**src/rtl/pipe_pkg.sv**
```systemverilog
// rtl/pipe_pkg.sv - shared types, constants and gap helpers for the pipe column generator
package pipe_pkg;

    localparam int         ROWS      = 8;
    localparam int         GAP_H_DEF = 3;
    // Fibonacci taps for x^8+x^6+x^5+x^4+1 on a shift-left register: bits 7,5,4,3
    localparam logic [7:0] LFSR_TAPS = 8'hB8;
    localparam logic [7:0] SEED_DEF  = 8'hA5;

    typedef enum logic [1:0] {
        IDLE = 2'd0,
        GAP  = 2'd1,
        PIPE = 2'd2
    } state_t;

    // Fold a 3-bit random value onto the legal opening positions 0..ROWS-gap_h
    function automatic logic [2:0] gap_pos_of(input logic [2:0] raw, input int gap_h);
        int lim;
        lim = ROWS - gap_h + 1;
        if (int'(raw) >= lim) begin
            return 3'(int'(raw) - lim);
        end
        return raw;
    endfunction

    // Column pattern: all rows lit except the gap_h rows starting at pos
    function automatic logic [ROWS-1:0] gap_mask(input logic [2:0] pos, input int gap_h);
        logic [ROWS-1:0] m;
        m = '1;
        for (int i = 0; i < ROWS; i++) begin
            if (i >= int'(pos) && i < int'(pos) + gap_h) begin
                m[i] = 1'b0;
            end
        end
        return m;
    endfunction

endpackage

```
**src/rtl/pipe_gen_if.sv**
```systemverilog
// rtl/pipe_gen_if.sv - game-control inputs and column stream outputs of the pipe generator
interface pipe_gen_if;
    import pipe_pkg::*;

    logic            ongoing;
    logic            gameOver;
    logic [ROWS-1:0] next;
    logic            step;
    logic [2:0]      gap_pos;
    logic            pipe_done;

    modport master (
        input  ongoing, gameOver,
        output next, step, gap_pos, pipe_done
    );

    modport slave (
        output ongoing, gameOver,
        input  next, step, gap_pos, pipe_done
    );

endinterface

```
**src/rtl/lfsr8.sv**
```systemverilog
// rtl/lfsr8.sv - 8-bit Fibonacci LFSR with enable and configurable seed
module lfsr8
    import pipe_pkg::*;
#(
    parameter logic [7:0] SEED = SEED_DEF
)(
    input  logic       clk,
    input  logic       reset,
    input  logic       i_enable,
    output logic [7:0] o_lfsr
);

    logic [7:0] r_lfsr;

    // Shift left, feeding back the XOR of the tapped bits; a non-zero seed never reaches zero
    always_ff @(posedge clk or negedge reset) begin
        if (!reset) begin
            r_lfsr <= SEED;
        end else if (i_enable) begin
            r_lfsr <= {r_lfsr[6:0], ^(r_lfsr & LFSR_TAPS)};
        end
    end

    assign o_lfsr = r_lfsr;

endmodule

```
**src/rtl/pipe_gen.sv**
```systemverilog
// rtl/pipe_gen.sv - emits alternating gap and pipe columns, one per scroll step
module pipe_gen
    import pipe_pkg::*;
#(
    parameter int         STEP_DIV = 256,
    parameter int         PIPE_W   = 2,
    parameter int         GAP_COLS = 4,
    parameter int         GAP_H    = GAP_H_DEF,
    parameter logic [7:0] SEED     = SEED_DEF
)(
    input  logic       clk,
    input  logic       reset,
    pipe_gen_if.master bus
);

    localparam int DIV_W = (STEP_DIV > 1) ? $clog2(STEP_DIV) : 1;
    localparam int CNT_W = 4;

    state_t          r_state;
    logic [DIV_W-1:0] r_div;
    logic [CNT_W-1:0] r_colcnt;
    logic [ROWS-1:0] r_next;
    logic [2:0]      r_gap_pos;
    logic            r_pipe_done;

    state_t          w_state_nxt;
    logic [CNT_W-1:0] w_colcnt_nxt;
    logic [ROWS-1:0] w_next_nxt;
    logic [2:0]      w_gap_nxt;
    logic            w_done_nxt;

    logic            w_run;
    logic            w_wrap;
    logic [7:0]      w_lfsr;
    logic [2:0]      w_pos;

    assign w_run  = bus.ongoing && !bus.gameOver;
    assign w_wrap = (r_div == DIV_W'(STEP_DIV - 1));
    assign w_pos  = gap_pos_of(w_lfsr[2:0], GAP_H);

    lfsr8 #(.SEED(SEED)) u_lfsr (
        .clk      (clk),
        .reset    (reset),
        .i_enable (w_run),
        .o_lfsr   (w_lfsr)
    );

    // Column sequencing: columns only advance on the divider wrap, except leaving IDLE
    always_comb begin
        w_state_nxt  = r_state;
        w_colcnt_nxt = r_colcnt;
        w_next_nxt   = r_next;
        w_gap_nxt    = r_gap_pos;
        w_done_nxt   = 1'b0;
        case (r_state)
            IDLE: begin
                w_state_nxt  = GAP;
                w_colcnt_nxt = '0;
                w_next_nxt   = '0;
            end
            GAP: begin
                if (w_wrap) begin
                    if (r_colcnt == CNT_W'(GAP_COLS - 1)) begin
                        w_state_nxt  = PIPE;
                        w_colcnt_nxt = '0;
                        w_gap_nxt    = w_pos;
                        w_next_nxt   = gap_mask(w_pos, GAP_H);
                    end else begin
                        w_colcnt_nxt = r_colcnt + CNT_W'(1);
                    end
                end
            end
            PIPE: begin
                if (w_wrap) begin
                    if (r_colcnt == CNT_W'(PIPE_W - 1)) begin
                        w_state_nxt  = GAP;
                        w_colcnt_nxt = '0;
                        w_next_nxt   = '0;
                        w_done_nxt   = 1'b1;
                    end else begin
                        w_colcnt_nxt = r_colcnt + CNT_W'(1);
                    end
                end
            end
            default: begin
                w_state_nxt  = IDLE;
                w_colcnt_nxt = '0;
                w_next_nxt   = '0;
            end
        endcase
    end

    // State register: clear while not ongoing, hold everything while gameOver
    always_ff @(posedge clk or negedge reset) begin
        if (!reset) begin
            r_state     <= IDLE;
            r_div       <= '0;
            r_colcnt    <= '0;
            r_next      <= '0;
            r_gap_pos   <= '0;
            r_pipe_done <= 1'b0;
        end else if (!bus.ongoing) begin
            r_state     <= IDLE;
            r_div       <= '0;
            r_colcnt    <= '0;
            r_next      <= '0;
            r_gap_pos   <= '0;
            r_pipe_done <= 1'b0;
        end else if (bus.gameOver) begin
            r_pipe_done <= 1'b0;
        end else begin
            r_state     <= w_state_nxt;
            r_colcnt    <= w_colcnt_nxt;
            r_next      <= w_next_nxt;
            r_gap_pos   <= w_gap_nxt;
            r_pipe_done <= w_done_nxt;
            r_div       <= w_wrap ? '0 : r_div + DIV_W'(1);
        end
    end

    assign bus.next      = r_next;
    assign bus.gap_pos   = r_gap_pos;
    assign bus.step      = reset && w_run && (r_div == '0);
    assign bus.pipe_done = r_pipe_done && w_run;

endmodule

```
**src/flat_wrapper.sv**
```systemverilog
// flat-port wrapper written by rule: the top's interface ports become plain ports
module pipe_gen_flat import pipe_pkg::*;
#(
    parameter int         STEP_DIV = 256,
    parameter int         PIPE_W   = 2,
    parameter int         GAP_COLS = 4,
    parameter int         GAP_H    = GAP_H_DEF,
    parameter logic [7:0] SEED     = SEED_DEF
)
  (clk, reset, bus_ongoing, bus_gameOver, bus_next, bus_step, bus_gap_pos, bus_pipe_done);
  pipe_gen_if bus_i ();
  input  logic clk;
  input  logic reset;
  input wire logic [$bits(bus_i.ongoing)-1:0] bus_ongoing;
  input wire logic [$bits(bus_i.gameOver)-1:0] bus_gameOver;
  output wire logic [$bits(bus_i.next)-1:0] bus_next;
  output wire logic [$bits(bus_i.step)-1:0] bus_step;
  output wire logic [$bits(bus_i.gap_pos)-1:0] bus_gap_pos;
  output wire logic [$bits(bus_i.pipe_done)-1:0] bus_pipe_done;
  assign bus_i.ongoing = bus_ongoing;
  assign bus_i.gameOver = bus_gameOver;
  assign bus_next = bus_i.next;
  assign bus_step = bus_i.step;
  assign bus_gap_pos = bus_i.gap_pos;
  assign bus_pipe_done = bus_i.pipe_done;
  pipe_gen #(.STEP_DIV(STEP_DIV), .PIPE_W(PIPE_W), .GAP_COLS(GAP_COLS), .GAP_H(GAP_H), .SEED(SEED)) u_core (.clk(clk), .reset(reset), .bus(bus_i));
endmodule
```
**config.mk**
```make
export PLATFORM = sky130hd
export DESIGN_NAME = pipe_gen_flat
export DESIGN_NICKNAME = d
export VERILOG_FILES = /design/src/rtl/pipe_pkg.sv /design/src/rtl/pipe_gen_if.sv /design/src/rtl/lfsr8.sv /design/src/rtl/pipe_gen.sv /design/src/flat_wrapper.sv
export SDC_FILE = /design/constraint.sdc
export NUM_CORES = 1
export LEC_CHECK = 0
export CORE_ASPECT_RATIO = 1.1
export CORE_MARGIN = 1
export CORE_UTILIZATION = 45
export CTS_CLUSTER_SIZE = 40
export DETAILED_ROUTE_END_ITERATION = 8
export DONT_BUFFER_PORTS = 1
export SKIP_CTS_REPAIR_TIMING = 1
export SYNTH_ARGS = -nofsm -noshare
export SYNTH_HDL_FRONTEND = slang
export SYNTH_SLANG_ARGS = --single-unit
```
**constraint.sdc**
```tcl
create_clock -name clk -period 2.2 [get_ports clk]
set_clock_uncertainty 0.05 [all_clocks]
set_input_delay 0.22 -clock clk [delete_from_list [all_inputs] [get_ports clk]]
set_output_delay 0.22 -clock clk [all_outputs]
set_load 0.005 [all_outputs]
```
==> impl_results.md <==
* Syn_area_per_cell at between 9 and 10 sq um
* Placed insts at around 250
* Core area at approximately 4100 sq um
* PD cells at approximately 730 nW/um^2
* Layout cells sized above 1 at 0.136
* Post-Layout Cell Count at 258
* First-pass GRT wire length at about 6600 microns
* Post-route ant nets at 0
* GRT Util Overall at 0.189
* Post-synthesis cell count at 204
* First drt pass iteration count at 4
* Crit path launch type: flop
* Setup slack after layout at approximately 0.19 ns
* Iteration-0 DRC Markers at 91
* Clock latency on the worst-skew pair at between 0.2 and 0.3 ns
* Final Setup Violations at 0
* Highest clock rate at ~500 MHz
* Nets at about 220
* Layout area overhead at 8.25%
* Critical Path AT at approximately 2.2 ns
* Minimum clock period at about 2 ns
* Register clock-pin slew on the reported worst setup and hold paths at ~0.07 ns
* Fill cells at 398
* Yosys warns at 0
* Yosys reg bits at 34
* Seq/Total Area, Yosys at 0.441
* Drc violations at 0
* Root buf cell: clkbuf_8
* Via count at between 1000 and 1500
* Initial Util at 0.479
* Syn Nets at 217
* WS Path Type: flop to flop
* Maximum vdd drop at about 0.43 mV
* Final core occ at 0.519
* Unique masters post-synth at 44
* CTS Buffer Depth at 2
* Slew Viols, Final at 0
* Num CTS Buffers at 5
* Gr ovfl total at 0
* IO Pins at 17
* CP required at 2.36 ns
* Tcrit/Tclk final at 0.912
* Antenna violations before repair at 0
* Final WL at roughly 3900 microns
* WHS at 0.0185 ns
* Worst Hold Class: primary input to flop
* Largest net degree at the start of global routing at 36
* Mapped Area at approximately 1900 sq um
* Vias in the first global route at 1418
* Worst Max-Slew Pin Slew at between 0.5 and 0.6 ns
* Hpwl dp at around 2700 microns
* Die W at between 60 and 70 microns
* TritonCTS clock tree: yes
* Routed WL per cell at 15.0 microns
* Sink Count at 34
* Pre-CTS setup slack at 0.140 ns
* Port bufs at 0
* Leakage at about 0.94 nW
* Status: finished, final reports clean
* Avg Vias per Cell at approximately 5.5
* TNS Setup at 0 ns
* Crit. End Element: flop
* H-tree levels at 2
* GPL Wtd Cong at between 0.7 and 0.8
* Crit path max fanout at 9
* # diodes at 0
* Die Y at 70.9 microns
* Max-slew headroom at the worst pin at 0.627
* FP Rows at 24
* Final hold violations at 0
* Maxcap violations at 0
* RSZ-0062 raised after global routing: false
* Die Area at between 4000 and 5000 sq um
worst paths after layout:
| path | start | to | slack (ns) | cells after the start |
|---|---|---|---|---|
| setup / recovery | u_core.r_div[0]$_DFFE_PN0N_ | u_core.r_state[0]$_DFFE_PN0P_ | 0.19 | 5 |
| hold / removal | bus_ongoing | u_core.r_div[4]$_DFFE_PN0N_ | 0.02 | 1 |
| setup reg to reg | u_core.r_div[0]$_DFFE_PN0N_ | u_core.r_state[0]$_DFFE_PN0P_ | 0.19 | 5 |
| hold reg to reg | u_core.u_lfsr.o_lfsr[7]$_DFFE_PN1P_ | u_core.u_lfsr.o_lfsr[7]$_DFFE_PN1P_ | 0.43 | 2 |
| max in group asynchronous | reset | u_core.u_lfsr.o_lfsr[5]$_DFFE_PN1P_ | 1.51 | 2 |
| min in group asynchronous | reset | u_core.r_div[7]$_DFFE_PN0N_ | 0.34 | 2 |
stage by stage:
step / total power [mW] / area, sq um
after floorplan: 1.01 / 1940
after global placement: 1.05 / 1980
after detailed placement: 1.06 / 1980
after CTS: 1.55 / 2070
after global routing: 1.66 / 2100
final: 1.54 / 2100
flip-flops by register name, indices dropped and copies added, names as in the netlist:
name	cells
u_core.r_colcnt	4
u_core.r_div	8
u_core.r_state	2
u_core.bus.gap_pos	3
u_core.r_pipe_done	1
u_core.u_lfsr.o_lfsr	8
u_core.bus.next	8
worst max-delay path: stages, from the launching register on:
cell and delay, ns:
dfrtp_1 0.42, ha_1 0.31, nand4_4 0.20, o41ai_4 0.42, o21a_2 0.30, mux2i_1 0.21
where the power goes:
| part | total, mW | leakage (nW) | internal, mW | switching (mW) |
|---|---|---|---|---|
| clock | 0.470 | 0.0482 | 0.252 | 0.217 |
| combinational | 0.314 | 0.438 | 0.142 | 0.172 |
| sequential | 0.760 | 0.456 | 0.696 | 0.0640 |
cell families (layout without fill, tap and decap cells):
| family | after synthesis | after routing | share of synthesized area |
|---|---|---|---|
| buffers and inverters | 19 | 21 | 0.0412 |
| and+or+nand+nor | 93 | 93 | 0.269 |
| adders and majority gates | 9 | 9 | 0.0580 |
| xor gates and xnor gates | 6 | 6 | 0.0271 |
| muxes | 5 | 5 | 0.0258 |
| AOI/OAI and AO/OA | 38 | 38 | 0.139 |
| DFF | 34 | 34 | 0.441 |
metal layers:
metal  vias to the layer above  track usage  wire length, microns
li1                        703            -                     -
met1                       704        0.225                  1750
met2                        15        0.324                  1970
met3                         4       0.0548                   113
met4                         0       0.0667                    31
met5                         -            0                     0
cells in the final DEF (no fill, tap or decap), drive strengths merged, types with 6 or more instances in the layout:
cell     n
nand2   40
ha       9
nor2     9
nand3    6
xnor2    6
o21ai   12
dfrtp   30
clkbuf   7
inv      8
o22ai    8
nor2b    8
cells in the mapped netlist, drive strengths merged:
library cell,count,area share
a21oi,2,0.0071
o22ai,8,0.026
and2,5,0.016
or3,3,0.0097
xnor2,6,0.027
dfstp,4,0.054
a221o,1,0.0052
ha,9,0.058
o31ai,1,0.0039
and3,1,0.0032
a22o,2,0.0090
nand3,6,0.022
nand4,2,0.017
nor4,5,0.024
o21ai,12,0.031
and4,1,0.0052
a31oi,1,0.0032
buf,2,0.0084
a21boi,4,0.015
a221oi,1,0.0045
or2b,1,0.0039
o41ai,1,0.014
and4b,1,0.0052
inv,8,0.015
a21o,2,0.0077
nor2b,8,0.026
or3b,2,0.012
o21a,2,0.0077
nand2b,3,0.0097
nor2,9,0.017
a22oi,1,0.0039
clkbuf,9,0.017
dfrtp,30,0.39
nand2,40,0.077
mux2i,5,0.026
or4,1,0.0039
or2,2,0.0064
nor3,3,0.010
area by class of cell:
type	instances	area, sq um	share of cell area
Timing Repair Buffer	5	52.6	0.0250
Tap cell	52	65.1	0.0310
Sequential cell	34	856	0.407
Multi-Input combinational cell	151	1010	0.479
Clock inverter	1	5.00	0.00238
Inverter	8	30.0	0.0143
Clock buffer	7	86.3	0.0411
Power figures use the tool's default switching activity.
